### config.mk
export PLATFORM = sky130hd
export DESIGN_NAME = bsg_decode_one_hot_pipe
export DESIGN_NICKNAME = d
export VERILOG_FILES = /design/src/rtl/bsg_decode_one_hot_pipe.sv
export SDC_FILE = /design/constraint.sdc
export NUM_CORES = 1
export LEC_CHECK = 0
export BUFFER_PORTS_ARGS = -buffer_cell sky130_fd_sc_hd__buf_2
export CAP_MARGIN = 20
export CELL_PAD_IN_SITES_DETAIL_PLACEMENT = 1
export CELL_PAD_IN_SITES_GLOBAL_PLACEMENT = 1
export CORE_MARGIN = 10
export CORE_UTILIZATION = 30
export DETAILED_ROUTE_END_ITERATION = 7
export GPL_TIMING_DRIVEN = 0
export PLACE_DENSITY_LB_ADDON = 0.1
export SYNTH_ARGS = -nofsm -noshare
export SYNTH_HDL_FRONTEND = slang
export SYNTH_SLANG_ARGS = --single-unit
### constraint.sdc
create_clock -name clk_i -period 5.4 [get_ports clk_i]
set_input_delay 1.08 -clock clk_i [delete_from_list [all_inputs] [get_ports clk_i]]
set_output_delay 1.08 -clock clk_i [all_outputs]
set_load 0.01 [all_outputs]
### src/rtl/bsg_decode_one_hot_pipe.sv
// Binary-to-one-hot decoder feeding a 2-entry output FIFO.
// Define BSG_DECODE_ONE_HOT_PIPE_ERR_EN to add a sticky out-of-range flag err_o.
module bsg_decode_one_hot_pipe #(
    parameter int width_p      = 32,
    parameter int lo_to_hi_p   = 0,
    parameter int addr_width_p = $clog2(width_p)
) (
    input  logic                    clk_i,
    input  logic                    reset_i,
    input  logic [addr_width_p-1:0] addr_i,
    input  logic                    v_i,
    output logic                    ready_o,
    output logic [width_p-1:0]      o,
    output logic                    v_o,
    input  logic                    yumi_i
`ifdef BSG_DECODE_ONE_HOT_PIPE_ERR_EN
    ,
    output logic                    err_o
`endif
);

    logic [width_p-1:0] dec;
    logic [width_p-1:0] mem_r [2];
    logic               wptr_r;
    logic               rptr_r;
    logic [1:0]         count_r;
    logic               enq;
    logic               deq;

    // Out-of-range addresses match no bit and decode to zero.
    always_comb begin
        dec = '0;
        for (int i = 0; i < width_p; i++) begin
            if (int'(addr_i) == i) begin
                if (lo_to_hi_p != 0)
                    dec[width_p-1-i] = 1'b1;
                else
                    dec[i] = 1'b1;
            end
        end
    end

    assign ready_o = ~count_r[1];
    assign v_o     = |count_r;
    assign enq     = v_i & ready_o;
    assign deq     = yumi_i & v_o;
    assign o       = v_o ? mem_r[rptr_r] : '0;

    always_ff @(posedge clk_i) begin
        if (reset_i) begin
            wptr_r  <= 1'b0;
            rptr_r  <= 1'b0;
            count_r <= 2'd0;
        end else begin
            if (enq)
                wptr_r <= ~wptr_r;
            if (deq)
                rptr_r <= ~rptr_r;
            count_r <= count_r + {1'b0, enq} - {1'b0, deq};
        end
    end

    always_ff @(posedge clk_i) begin
        if (!reset_i && enq)
            mem_r[wptr_r] <= dec;
    end

`ifdef BSG_DECODE_ONE_HOT_PIPE_ERR_EN
    logic err_r;

    always_ff @(posedge clk_i) begin
        if (reset_i)
            err_r <= 1'b0;
        else if (enq && ~|dec)
            err_r <= 1'b1;
    end

    assign err_o = err_r;
`endif

`ifndef SYNTHESIS
    always_ff @(posedge clk_i) begin
        if (!reset_i)
            assert (!(yumi_i && !v_o))
            else $error("yumi_i asserted while v_o is low");
    end
`endif

endmodule

* Word level (Yosys, flattened, before mapping)
Memories as Yosys holds them, arrays and structs flattened. A register that Yosys moved wholly into a read port is not among the register bits.
Index checks and enable logic that the tools add are counted.
** Operators by class
- Eq/ne operators :: 31
- Bitwise logic cells :: 5
- Add/sub/neg operators :: 2
- Multiplexer cells :: 37
- Reduce and logical (&&, ||, !) cells :: 4
** Operators with widths (number)
- $eq 5x5->1 const B :: 16
- $eq 5x4->1 const B :: 8
- $mux 1 :: 36
- $mux 32 :: 1
- $eq 5x3->1 const B :: 4
- $eq 5x2->1 const B :: 2
- $eq 5x1->1 const B :: 1
- $logic_not 5->1 :: 1
- $not 1->1 :: 3
- $add 2x1->2 :: 1
- $and 1x1->1 :: 2
- $reduce_or 2->1 :: 1
- $sub 2x1->2 :: 1
- $logic_and 1x1->1 :: 1
- $logic_not 1->1 :: 1
** Word-level totals
- Memories kept :: 1
- RAM bits :: 64
- Flip-flop bits (word level) :: 4
- Output and inout port bits :: 34
** Memories
- mem_r :: depth 2, bits a word 32, read ports 1, clocked after memory_dff 1, write ports 1, RTL line 23 : logic [width_p-1:0] mem_r [2];

* Longest topological paths before layout
- Word-level depth :: 5
- Depth in mapped cells :: 6
- Depth with buffers taken out :: 6

* Least setup slack after synthesis
No wires, ideal clock.
- Path type :: input -> register
- Start :: input port v_i
- End :: memory mem_r[1][0], enable pin
- Buffers on the path :: 0
- Cell stages on the path :: 2
- Data required time :: 4.932 ns
- Path slack :: 1.365 ns
- Arrival time :: 3.567 ns
- Library setup time :: 0.468 ns
- Cells stage by stage :: nand2b_1 -> nor3b_1
** Between the ends
- Cells in the longest elaborated chain, start to end :: 4
** RTL lines
- start: declaration :: RTL line 11 : input logic v_i,
- $and 1x1->1 :: RTL line 45 : assign enq = v_i & ready_o;
- $logic_and 1x1->1 :: RTL line 64 : if (!reset_i && enq)
- $mux 1 :: RTL line 64
- $mux 1 (not written as such) :: RTL line 65 : mem_r[wptr_r] <= dec;
- end: declaration :: RTL line 23
Every way passes these cells.

* Final worst setup path
- Start :: register count_r[1]
- End :: output port o[18]
** Between the ends
- Cells in the longest elaborated chain, start to end :: 2
** RTL lines
- start: declaration :: RTL line 26 : logic [1:0] count_r;
- start signal: assignment :: RTL line 59 : count_r <= count_r + {1'b0, enq} - {1'b0, deq};
- $reduce_or 2->1 :: RTL line 44 : assign v_o = |count_r;
- $mux 32 :: RTL line 47 : assign o = v_o ? mem_r[rptr_r] : '0;
- end: declaration :: RTL line 13 : output logic [width_p-1:0] o,
Every way passes these cells.

==> results.toml <==
[run_status]
outcome = "completed"

[place]
dpl-instance-area_mm2 = 0.00331
numPortBuffers = 42
gp_congestion = 0.655
hpwl_um = 4420
dpl.cell_count = 388

[yosys]
synth.distinct_cells = 24
synth_top_family_by_area = "simple AND/OR/NAND/NOR gates"
syn-cell-area_mm2 = 0.00286
synthAdderAreaFrac_pct = 0.437
ys_seq_area_share_pct = 70.7
yosys_warnings = 0
synth-xor-area-share_pct = 0.612
synth_area_per_cell_um2 = 13.6
syn-num-nets = 221
synth.mux.area_fraction_pct = 11.2
synthSimpleGateAreaFrac_pct = 14.0
netlist_instances = 211
synth_seq_cells = 69
synth_compound_area_share_pct = 0.962

[global_routing]
grt_max_degree = 12
grt_pass1_wl_um = 10000
gr-usage-all-layers_pct = 9.34
antenna_found_initial = 0
grt_pass1_vias = 1884
overflow = 0

[timing]
min_period_ns = 2.72
report.final.setup_viol = 0
drv_slew = 0
hold_viol_final = 0
final.setup.tns_ns = 0
rsz0062_at_grt = "false"
clock_skew_ns = 0.00776
post-route-period-util_pct = 50.3
slew_headroom_pct = 63.3
fmax_mhz = 368
worstMarginPinSlew_ns = 0.550

[clock_network]
cts_root_buffer = "clkbuf_8"
cts_buffers = 9
cts_tree = "yes"
hold_buffers = 0
cts_setup_buffers = 0
cts_buffer_depth = 2
path_clk_slew_ns = 0.07
cts-resized-gates = 0
cts.sinks = 69
clock_latency_ns = 0.33
htreeDepth = 3

[power]
ir_drop_mv = 0.130
power.leakage_nw = 1.29
total_power_mw = 1.35
powerDensity_mw_per_mm2 = 388

[critical_path]
crit-reg2reg-capture = "mem_r[0][17]"
crit_path_end_kind = "output pin"
rr_startpoint = "count_r[1]"
regToRegSetupSlack_ns = 3.78
crit_type = "flip-flop to output pin"
worst_ep_required_time_ns = 4.32
rr_worst_depth = 4
start_kind = "flip-flop"
critPathMaxFanout = 10
arrival_ns = 1.64

[die]
start_util_pct = 30.8
core_area_mm2 = 0.00928
die_w_um = 118
die_h_um = 118
die-area_mm2 = 0.0138
io-pin-count = 43
fp-row-count = 35

[run]
drv_cap = 0

[route]
dr.pass1.iters = 4
antenna_left = 0
viasPerCell = 4.33
num_vias = 1743
drt_iter0_drc = 41
routed_wl_um = 6500
wl_per_cell_um = 16.1
drc_errors = 0

[finish]
area_delta_synth_final_pct = 21.6
final_cell_mix = "nor2_1 (69), edfxtp_1 (64), buf_2 (46), mux2i_1 (32), clkbuf_8 (9)"
drive_above_1_share_pct = 25.5
layout_commonest_cell = "nor2_1"
diodes = 0
layoutNonFillerInstCount = 403
fin_area_mm2 = 0.00348
n_fill_cell = 1034
fin_nets = 280
fin_util_pct = 37.5

[worst_hold_path]
holdPathEnd = "rptr_r"
hold_path_class = "flip-flop to flip-flop"
min_from = "rptr_r"
holdPathStages = 2
critical path, cell delays in order, from the launching register on:
cell and delay [ns]:
dfxtp_1 0.35, nor2_1 0.40, buf_2 0.33, nor2_1 0.08
buf_2 0.14
Yosys cell counts:
| cell | number | area share (%) |
|---|---|---|
| nor3_1 | 3 | 0.52 |
| and4bb_1 | 1 | 0.44 |
| xor2_1 | 2 | 0.61 |
| or3_1 | 1 | 0.22 |
| nor3b_1 | 1 | 0.26 |
| buf_2 | 4 | 0.70 |
| nor2b_1 | 2 | 0.44 |
| edfxtp_1 | 64 | 67 |
| buf_4 | 3 | 0.79 |
| ha_1 | 1 | 0.44 |
| o21a_1 | 1 | 0.26 |
| nor2_1 | 69 | 9.1 |
| dfxtp_1 | 5 | 3.5 |
| inv_1 | 2 | 0.26 |
| o21ai_0 | 2 | 0.35 |
| or3b_4 | 2 | 0.79 |
| nand3b_1 | 3 | 0.79 |
| clkbuf_1 | 3 | 0.39 |
| nand2_1 | 2 | 0.26 |
| mux2i_1 | 32 | 11 |
| nand2b_1 | 3 | 0.66 |
| or2_2 | 1 | 0.22 |
| nand3_1 | 2 | 0.35 |
| a21oi_1 | 2 | 0.35 |
worst max-delay path by stage:
stage | from | to | slack, ns
floorplan | v_i | mem_r[1][0] | 1.36
global placement | v_i | mem_r[1][16] | -0.49
detailed placement | v_i | mem_r[1][16] | 2.98
CTS | count_r[1] | o[18] | 2.62
global route | count_r[1] | o[18] | 2.51
finish | count_r[1] | o[18] | 2.68
routing by layer:
| metal | GRT usage, % | routed length [um] | vias to the layer above |
|---|---|---|---|
| li1 | - | - | 863 |
| met1 | 11.1 | 2960 | 847 |
| met2 | 15.2 | 3210 | 31 |
| met3 | 3.45 | 304 | 2 |
| met4 | 3.01 | 23 | 0 |
| met5 | 0 | 0 | - |
layout make-up:
class                      count  area, um^2  share of cell area, %
timing repair buffer          48         274                   7.87
tap                          129         161                   4.64
inverter                       2        7.51                  0.216
sequential                    69        2020                   58.1
multi-input combinational    130         788                   22.7
clock inverter                 3        37.5                   1.08
buffer                        10        53.8                   1.55
clock buffer                  12         135                   3.88
through the flow:
stage          setup slack (ns)  hold WS, ns
6_report                   2.68        0.505
5_1_grt                    2.51        0.547
3_3_place_gp             -0.489        0.490
3_5_place_dp               2.98        0.493
4_1_cts                    2.62        0.514
2_1_floorplan              1.36        0.472
sequential cells by signal, summed over array words and instances, names as in the netlist, named ones only:
name	count
count_r	2
rptr_r	1
mem_r	64
wptr_r	1
cell families after synthesis:
kind of cell             count (synthesis)
AND/OR/NAND/NOR                         90
AO/OA/AOI/OAI                            5
XOR/XNOR                                 2
buffers and inverters                   12
flip-flops                              69
adder cells (fa/ha/maj)                  1
multiplexers                            32
where the power goes:
part	leakage [nW]	total (mW)	internal [mW]	switching, mW
Combinational	0.545	0.334	0.133	0.202
Clock	0.0855	0.384	0.209	0.175
Sequential	0.659	0.632	0.619	0.0133
Total	1.29	1.35	0.960	0.390
(Power assumes the default switching activity.)
